--- config.mk ---
export PLATFORM = sky130hd
export DESIGN_NAME = faims_hv_regulator
export DESIGN_NICKNAME = d
export VERILOG_FILES = /design/src/rtl/faims_pkg.sv /design/src/rtl/faims_hv_softstart.sv /design/src/rtl/faims_hv_regulator.sv
export SDC_FILE = /design/constraint.sdc
export NUM_CORES = 1
export LEC_CHECK = 0
export CAP_MARGIN = 0
export CORE_MARGIN = 2
export CORE_UTILIZATION = 48
export DETAILED_ROUTE_END_ITERATION = 10
export PLACE_DENSITY = 0.81
export SYNTH_ARGS = -nofsm -noshare
export SYNTH_HDL_FRONTEND = slang
export SYNTH_SLANG_ARGS = --single-unit
export TNS_END_PERCENT = 100
--- constraint.sdc ---
create_clock -name CLK -period 5.8 [get_ports CLK]
set_input_delay 1.16 -clock CLK [delete_from_list [all_inputs] [get_ports CLK]]
set_output_delay 1.16 -clock CLK [all_outputs]
set_load 0.02 [all_outputs]
--- src/rtl/faims_pkg.sv ---
// Shared definitions for the FAIMS HV regulator: state encoding, default widths
// and the work-value clamp used by the PI output stage.
package faims_pkg;

  localparam logic [1:0] ST_IDLE     = 2'd0;
  localparam logic [1:0] ST_RAMP     = 2'd1;
  localparam logic [1:0] ST_REGULATE = 2'd2;
  localparam logic [1:0] ST_FAULT    = 2'd3;

  localparam int WORK_W_DEF = 8;

  typedef struct packed {
    logic [31:0] value;
    logic        high;
    logic        low;
  } clampResult_t;

  // Clamp a signed value into [0, upper] and report which side clipped.
  function automatic clampResult_t clampWork(input logic signed [31:0] value,
                                             input logic signed [31:0] upper);
    clampResult_t r;
    r.value = value;
    r.high  = 1'b0;
    r.low   = 1'b0;
    if (value < 0) begin
      r.value = '0;
      r.low   = 1'b1;
    end else if (value > upper) begin
      r.value = upper;
      r.high  = 1'b1;
    end
    return r;
  endfunction

endpackage

--- src/rtl/faims_hv_softstart.sv ---
// Soft-start target generator: ramps up one LSB per SOFT_STEP_DIV clocks and
// follows a lower setpoint immediately.
module faims_hv_softstart #(
  parameter int ADC_W         = 12,
  parameter int SOFT_STEP_DIV = 256
) (
  input  logic             clk,
  input  logic             rst_n,
  input  logic             enable,
  input  logic [ADC_W-1:0] setpoint,
  output logic [ADC_W-1:0] target,
  output logic             at_setpoint
);

  localparam int PW = (SOFT_STEP_DIV > 1) ? $clog2(SOFT_STEP_DIV) : 1;
  localparam logic [PW-1:0] PRE_LAST = PW'(SOFT_STEP_DIV - 1);

  logic [PW-1:0] prescale;

  always_ff @(posedge clk or negedge rst_n) begin
    if (!rst_n) begin
      target   <= '0;
      prescale <= '0;
    end else if (!enable) begin
      target   <= '0;
      prescale <= '0;
    end else if (setpoint < target) begin
      target   <= setpoint;
      prescale <= '0;
    end else if (setpoint == target) begin
      prescale <= '0;
    end else if (prescale == PRE_LAST) begin
      target   <= target + ADC_W'(1);
      prescale <= '0;
    end else begin
      prescale <= prescale + PW'(1);
    end
  end

  assign at_setpoint = (target == setpoint);

endmodule

--- src/rtl/faims_hv_regulator.sv ---
// Closed-loop HV regulator: soft-started target, 3-stage shift-based PI loop,
// overvoltage shutdown. Define FAIMS_HV_SAMPLE_AVG_EN to average 4 samples per update.
module faims_hv_regulator import faims_pkg::*; #(
  parameter int ADC_W         = 12,
  parameter int WORK_W        = WORK_W_DEF,
  parameter int ACC_W         = 20,
  parameter int KP_SHIFT      = 2,
  parameter int KI_SHIFT      = 5,
  parameter int SOFT_STEP_DIV = 256,
  parameter int OV_LIMIT      = 4000
) (
  input  logic              CLK,
  input  logic              i_reset_n,
  input  logic              i_enable,
  input  logic [ADC_W-1:0]  i_setpoint,
  input  logic [WORK_W-1:0] i_workMax,
  input  logic [ADC_W-1:0]  i_sample,
  input  logic              i_sample_valid,
  output logic              o_sample_ready,
  output logic [WORK_W-1:0] o_parWork,
  output logic              o_work_valid,
  output logic              o_saturated,
  output logic              o_overvolt,
  output logic [1:0]        o_state
);

  // Handshake: a sample transfers on a rising CLK edge where i_sample_valid and
  // o_sample_ready are both high; ready is low while a sample is in c1 or c2.
  localparam logic signed [ACC_W:0] ACC_MAX = $signed({2'b00, {(ACC_W-1){1'b1}}});
  localparam logic signed [ACC_W:0] ACC_MIN = $signed({2'b11, {(ACC_W-1){1'b0}}});

  logic [1:0]               state;
  logic [ADC_W-1:0]         target;
  logic                     atSetpoint;
  logic                     runActive, accept, ovHit;
  logic                     feedValid;
  logic [ADC_W-1:0]         feedSample;
  logic                     s1Valid, s2Valid;
  logic [ADC_W-1:0]         s1Sample;
  logic signed [ADC_W:0]    s2Err, errP;
  logic signed [ACC_W-1:0]  integ, integNext, integI;
  logic signed [ACC_W:0]    integSum, pSum;
  clampResult_t             clampRes;
  logic                     holdInteg;

  assign runActive      = (state == ST_RAMP) || (state == ST_REGULATE);
  assign o_sample_ready = !(s1Valid || s2Valid);
  assign accept         = i_sample_valid && o_sample_ready;
  assign ovHit          = accept && runActive && (i_sample >= ADC_W'(OV_LIMIT));
  assign o_state        = state;

  faims_hv_softstart #(.ADC_W(ADC_W), .SOFT_STEP_DIV(SOFT_STEP_DIV)) u_softstart (
    .clk(CLK), .rst_n(i_reset_n), .enable(runActive), .setpoint(i_setpoint),
    .target(target), .at_setpoint(atSetpoint)
  );

`ifdef FAIMS_HV_SAMPLE_AVG_EN
  logic [ADC_W+1:0] avgAcc, avgSum;
  logic [1:0]       avgCnt;

  assign avgSum     = avgAcc + (ADC_W+2)'(i_sample);
  assign feedValid  = accept && runActive && (avgCnt == 2'd3);
  assign feedSample = avgSum[ADC_W+1:2];

  always_ff @(posedge CLK or negedge i_reset_n) begin
    if (!i_reset_n) begin
      avgAcc <= '0;
      avgCnt <= '0;
    end else if (!runActive) begin
      avgAcc <= '0;
      avgCnt <= '0;
    end else if (accept) begin
      avgAcc <= (avgCnt == 2'd3) ? '0 : avgSum;
      avgCnt <= avgCnt + 2'd1;
    end
  end
`else
  assign feedValid  = accept && runActive;
  assign feedSample = i_sample;
`endif

  // c2: saturating integrator, PI sum, output clamp, anti-windup decision.
  always_comb begin
    integSum = (ACC_W+1)'(integ) + (ACC_W+1)'(s2Err);
    if (integSum > ACC_MAX)      integNext = ACC_MAX[ACC_W-1:0];
    else if (integSum < ACC_MIN) integNext = ACC_MIN[ACC_W-1:0];
    else                         integNext = integSum[ACC_W-1:0];
    errP      = s2Err >>> KP_SHIFT;
    integI    = integNext >>> KI_SHIFT;
    pSum      = (ACC_W+1)'(errP) + (ACC_W+1)'(integI);
    clampRes  = clampWork(32'(pSum), $signed(32'(i_workMax)));
    holdInteg = (clampRes.high && !s2Err[ADC_W] && (s2Err != '0)) ||
                (clampRes.low && s2Err[ADC_W]);
  end

  always_ff @(posedge CLK or negedge i_reset_n) begin
    if (!i_reset_n) begin
      state        <= ST_IDLE;
      o_parWork    <= '0;
      o_work_valid <= 1'b0;
      o_saturated  <= 1'b0;
      o_overvolt   <= 1'b0;
      s1Valid      <= 1'b0;
      s2Valid      <= 1'b0;
      s1Sample     <= '0;
      s2Err        <= '0;
      integ        <= '0;
    end else if (ovHit) begin
      state        <= ST_FAULT;
      o_parWork    <= '0;
      o_work_valid <= 1'b1;
      o_saturated  <= 1'b0;
      o_overvolt   <= 1'b1;
      s1Valid      <= 1'b0;
      s2Valid      <= 1'b0;
      integ        <= '0;
    end else if (!i_enable && (state != ST_IDLE)) begin
      state        <= ST_IDLE;
      o_parWork    <= '0;
      o_work_valid <= 1'b1;
      o_saturated  <= 1'b0;
      o_overvolt   <= 1'b0;
      s1Valid      <= 1'b0;
      s2Valid      <= 1'b0;
      integ        <= '0;
    end else begin
      o_work_valid <= 1'b0;
      case (state)
        ST_IDLE:     if (i_enable) state <= ST_RAMP;
        ST_RAMP:     if (atSetpoint) state <= ST_REGULATE;
        ST_REGULATE: if (i_setpoint > target) state <= ST_RAMP;
        default:     state <= ST_FAULT;
      endcase
      s1Valid <= feedValid;
      if (feedValid) s1Sample <= feedSample;
      s2Valid <= s1Valid;
      if (s1Valid) s2Err <= $signed({1'b0, target}) - $signed({1'b0, s1Sample});
      if (s2Valid) begin
        o_parWork    <= WORK_W'(clampRes.value);
        o_work_valid <= 1'b1;
        o_saturated  <= clampRes.high || clampRes.low;
        if (!holdInteg) integ <= integNext;
      end
    end
  end

endmodule

==> flow_metrics.tcl <==
set metrics [dict create \
    status "complete, but fails checks" \
    violations "setup timing" \
    gp_congestion 0.9217 \
    yosys-top-cells-count "dfrtp_1 (80), ha_1 (75), nor2_1 (68)" \
    cp_data_arrival_time_ns 6.19 \
    dieArea_um2 14710 \
    ant_nets 0 \
    min_path_type "reg -> reg" \
    wl_per_cell_um 16.85 \
    startpoint "integ[0]" \
    dpl_worst_slack_ns -0.1463 \
    critPathSlowestCell "dfrtp_1" \
    final.setup.worst_slack_ns -0.1425 \
    synthTopCellsByArea "dfrtp_1 (30%), ha_1 (14%), xnor2_1 (4.2%)" \
    syn_avg_cell_area_um2 8.914 \
    htreeDepth 3 \
    initial_utilization 0.4948 \
    syn-cell-area_um2 6605 \
    rsz0062_at_grt "true" \
    yosysWarnings 0 \
    slew_violations 0 \
    grt_pass1_vias 5808 \
    worstSkewPairLatency_ns 0.35 \
    num_rows 42 \
    grt_use_total 0.2367 \
    synth_cell_type_count 69 \
    finalCritPeriodShare 1.025 \
    crit_fanout 9 \
    synth.top_cell.area_share 0.3031 \
    seq_area_frac_synth 0.3031 \
    netlist_instances 741 \
    core_area_um2 13350 \
    dp_hpwl_um 12300 \
    remaining_drc_errors 0 \
    finalClockSkew_ns 0.007282 \
    grt_max_degree 53 \
    cp_data_required_time_ns 6.04 \
    die_h_um 121.3 \
    antenna_found_initial 0 \
    synth-main-ff-cell "dfrtp_1" \
    hold_violations 0 \
    r2r_cells 30 \
    cpMostUsedCell "inv_2" \
    root_buffer "clkbuf_16" \
    grt_pass1_wl_um 27900 \
    r2r_slack_ns -0.14 \
    reg2reg_from "integ[0]" \
    drtIter0Drc 441 \
    globalRouteOverflowTotal 0 \
    end_kind "flop" \
    cts_tree "built" \
    io-pin-count 50 \
    first_pass_iters 5 \
    fmax_mhz 168.3 \
    ys_async_sr_fraction 1.000 \
    synth-edff-count 0 \
    vias 5955 \
    timing.hold.ws_ns 0.4750 \
    synth.most_common_cell "dfrtp_1" \
    ys_seq_elements 80 \
    diodes 0 \
    cts.clk_slew.worst_paths_ns 0.07 \
    crit_end "integ[10]" \
    slowest_delay_ns 0.40 \
    io_buffers 49 \
    clock_sinks 80 \
    drive_gt1_frac 0.1760 \
    synthToLayoutAreaGrowth_pct 23.92 \
    tightest_slew_ns 0.7881 \
    synth_top_area_cell "dfrtp_1" \
    viasPerCell 5.855 \
    drt_wl_total_um 17130 \
    die_width_um 121.3 \
    fin_nets 950 \
    setup_tns_ns -2.694 \
    syn_nets 855 \
    relSlewSlack 0.4736 \
    critPathLaunchType "flop" \
    post-route-min-period_ns 5.942 \
    r2r-end "integ[10]" \
    setup_violations 27 \
    cts_buffer_depth 2 \
    max-cap-violations 0 \
    numCtsBuffers 9 \
    path_class "reg -> reg" \
]
cells by family (layout without fill, tap and decap cells):
group,Yosys count,after routing,synth area share
DFF,80,80,0.3031
muxes,32,32,0.05190
adders and majority gates,81,81,0.1561
and+or+nand+nor,232,234,0.1766
xor gates and xnor gates,46,46,0.06100
buffers and inverters,77,175,0.04774
AOI/OAI and AO/OA,193,193,0.2036
routing by layer:
layer  global-route usage  vias up  share of wire
met5                    0        -              0
met4              0.08836        0          0.032
met3              0.03524       48          0.049
met2               0.4027      174           0.49
met1               0.3041     2859           0.43
li1                     -     2874              -
metrics by stage:
stage / std cells / instance area, µm² / util
2_1_floorplan: 741 / 6605 / -
3_3_place_gp: 980 / 7477 / 0.5602
3_5_place_dp: 980 / 7477 / 0.5602
4_1_cts: 1010 / 7996 / 0.5991
5_1_grt: 1017 / 8185 / 0.6132
6_report: 1017 / 8185 / 0.6132
timing repair:
action,in CTS,in global routing
setup buffers,12,7
pin swaps,14,31
cloned,2,0
gates resized for setup,18,31
hold buffers,0,0
setup endpoints to repair,26,29
sequential cells by signal (all words and copies together) (netlist names):
name and flops:
o_work_valid 1, o_parWork 8, o_state 2, s1Valid 1
u_softstart.target 12, o_overvolt 1, o_saturated 1, s1Sample 12
integ 20, u_softstart.prescale 8, s2Valid 1, s2Err 13
critical path, delay by kind of cell (launching register included):
kind            cells  cell delay [ns]
xor+xnor            1             0.22
fa+ha+maj           5             1.42
flops               1             0.40
compound gates     11             2.02
simple gates        8             1.19
mux                 1             0.24
buf+inv             4             0.33
layout make-up:
type                            count  area (µm²)
Clock buffer                       10       239.0
Clock inverter                      6       66.31
Fill cell                        1112        5162
Inverter                           56       210.2
Multi-Input combinational cell    586        4524
Sequential cell                    80        2004
Tap cell                          176       220.2
Timing Repair Buffer              103       920.9
layout by cell type, fill, tap and decap left out, types with 16 or more instances in the layout:
| cell | synthesis | layout |
|---|---|---|
| a21o_1 | 23 | 23 |
| a21oi_1 | 42 | 39 |
| buf_4 | 0 | 51 |
| clkdlybuf4s50_1 | 0 | 48 |
| dfrtp_1 | 80 | 78 |
| ha_1 | 75 | 68 |
| inv_1 | 55 | 53 |
| mux2_2 | 18 | 18 |
| nand2_1 | 53 | 51 |
| nand3_1 | 19 | 18 |
| nand4_1 | 16 | 16 |
| nor2_1 | 68 | 65 |
| o21ai_0 | 38 | 35 |
| xnor2_1 | 32 | 31 |
how the worst min path moves through the flow:
| stage | startpoint | end | slack (ns) | cells past startpoint |
|---|---|---|---|---|
| after global placement | o_overvolt | o_overvolt | 0.46 | 2 |
| after floorplan | u_softstart.prescale[0] | u_softstart.prescale[0] | 0.45 | 1 |
| after detailed placement | o_overvolt | o_overvolt | 0.46 | 2 |
| after global routing | o_overvolt | o_overvolt | 0.50 | 2 |
| final | o_overvolt | o_overvolt | 0.47 | 2 |
| after CTS | o_overvolt | o_overvolt | 0.48 | 2 |
Power is not shown: default switching activity piles up to over one toggle a cycle in this logic, so the estimate is an artifact.
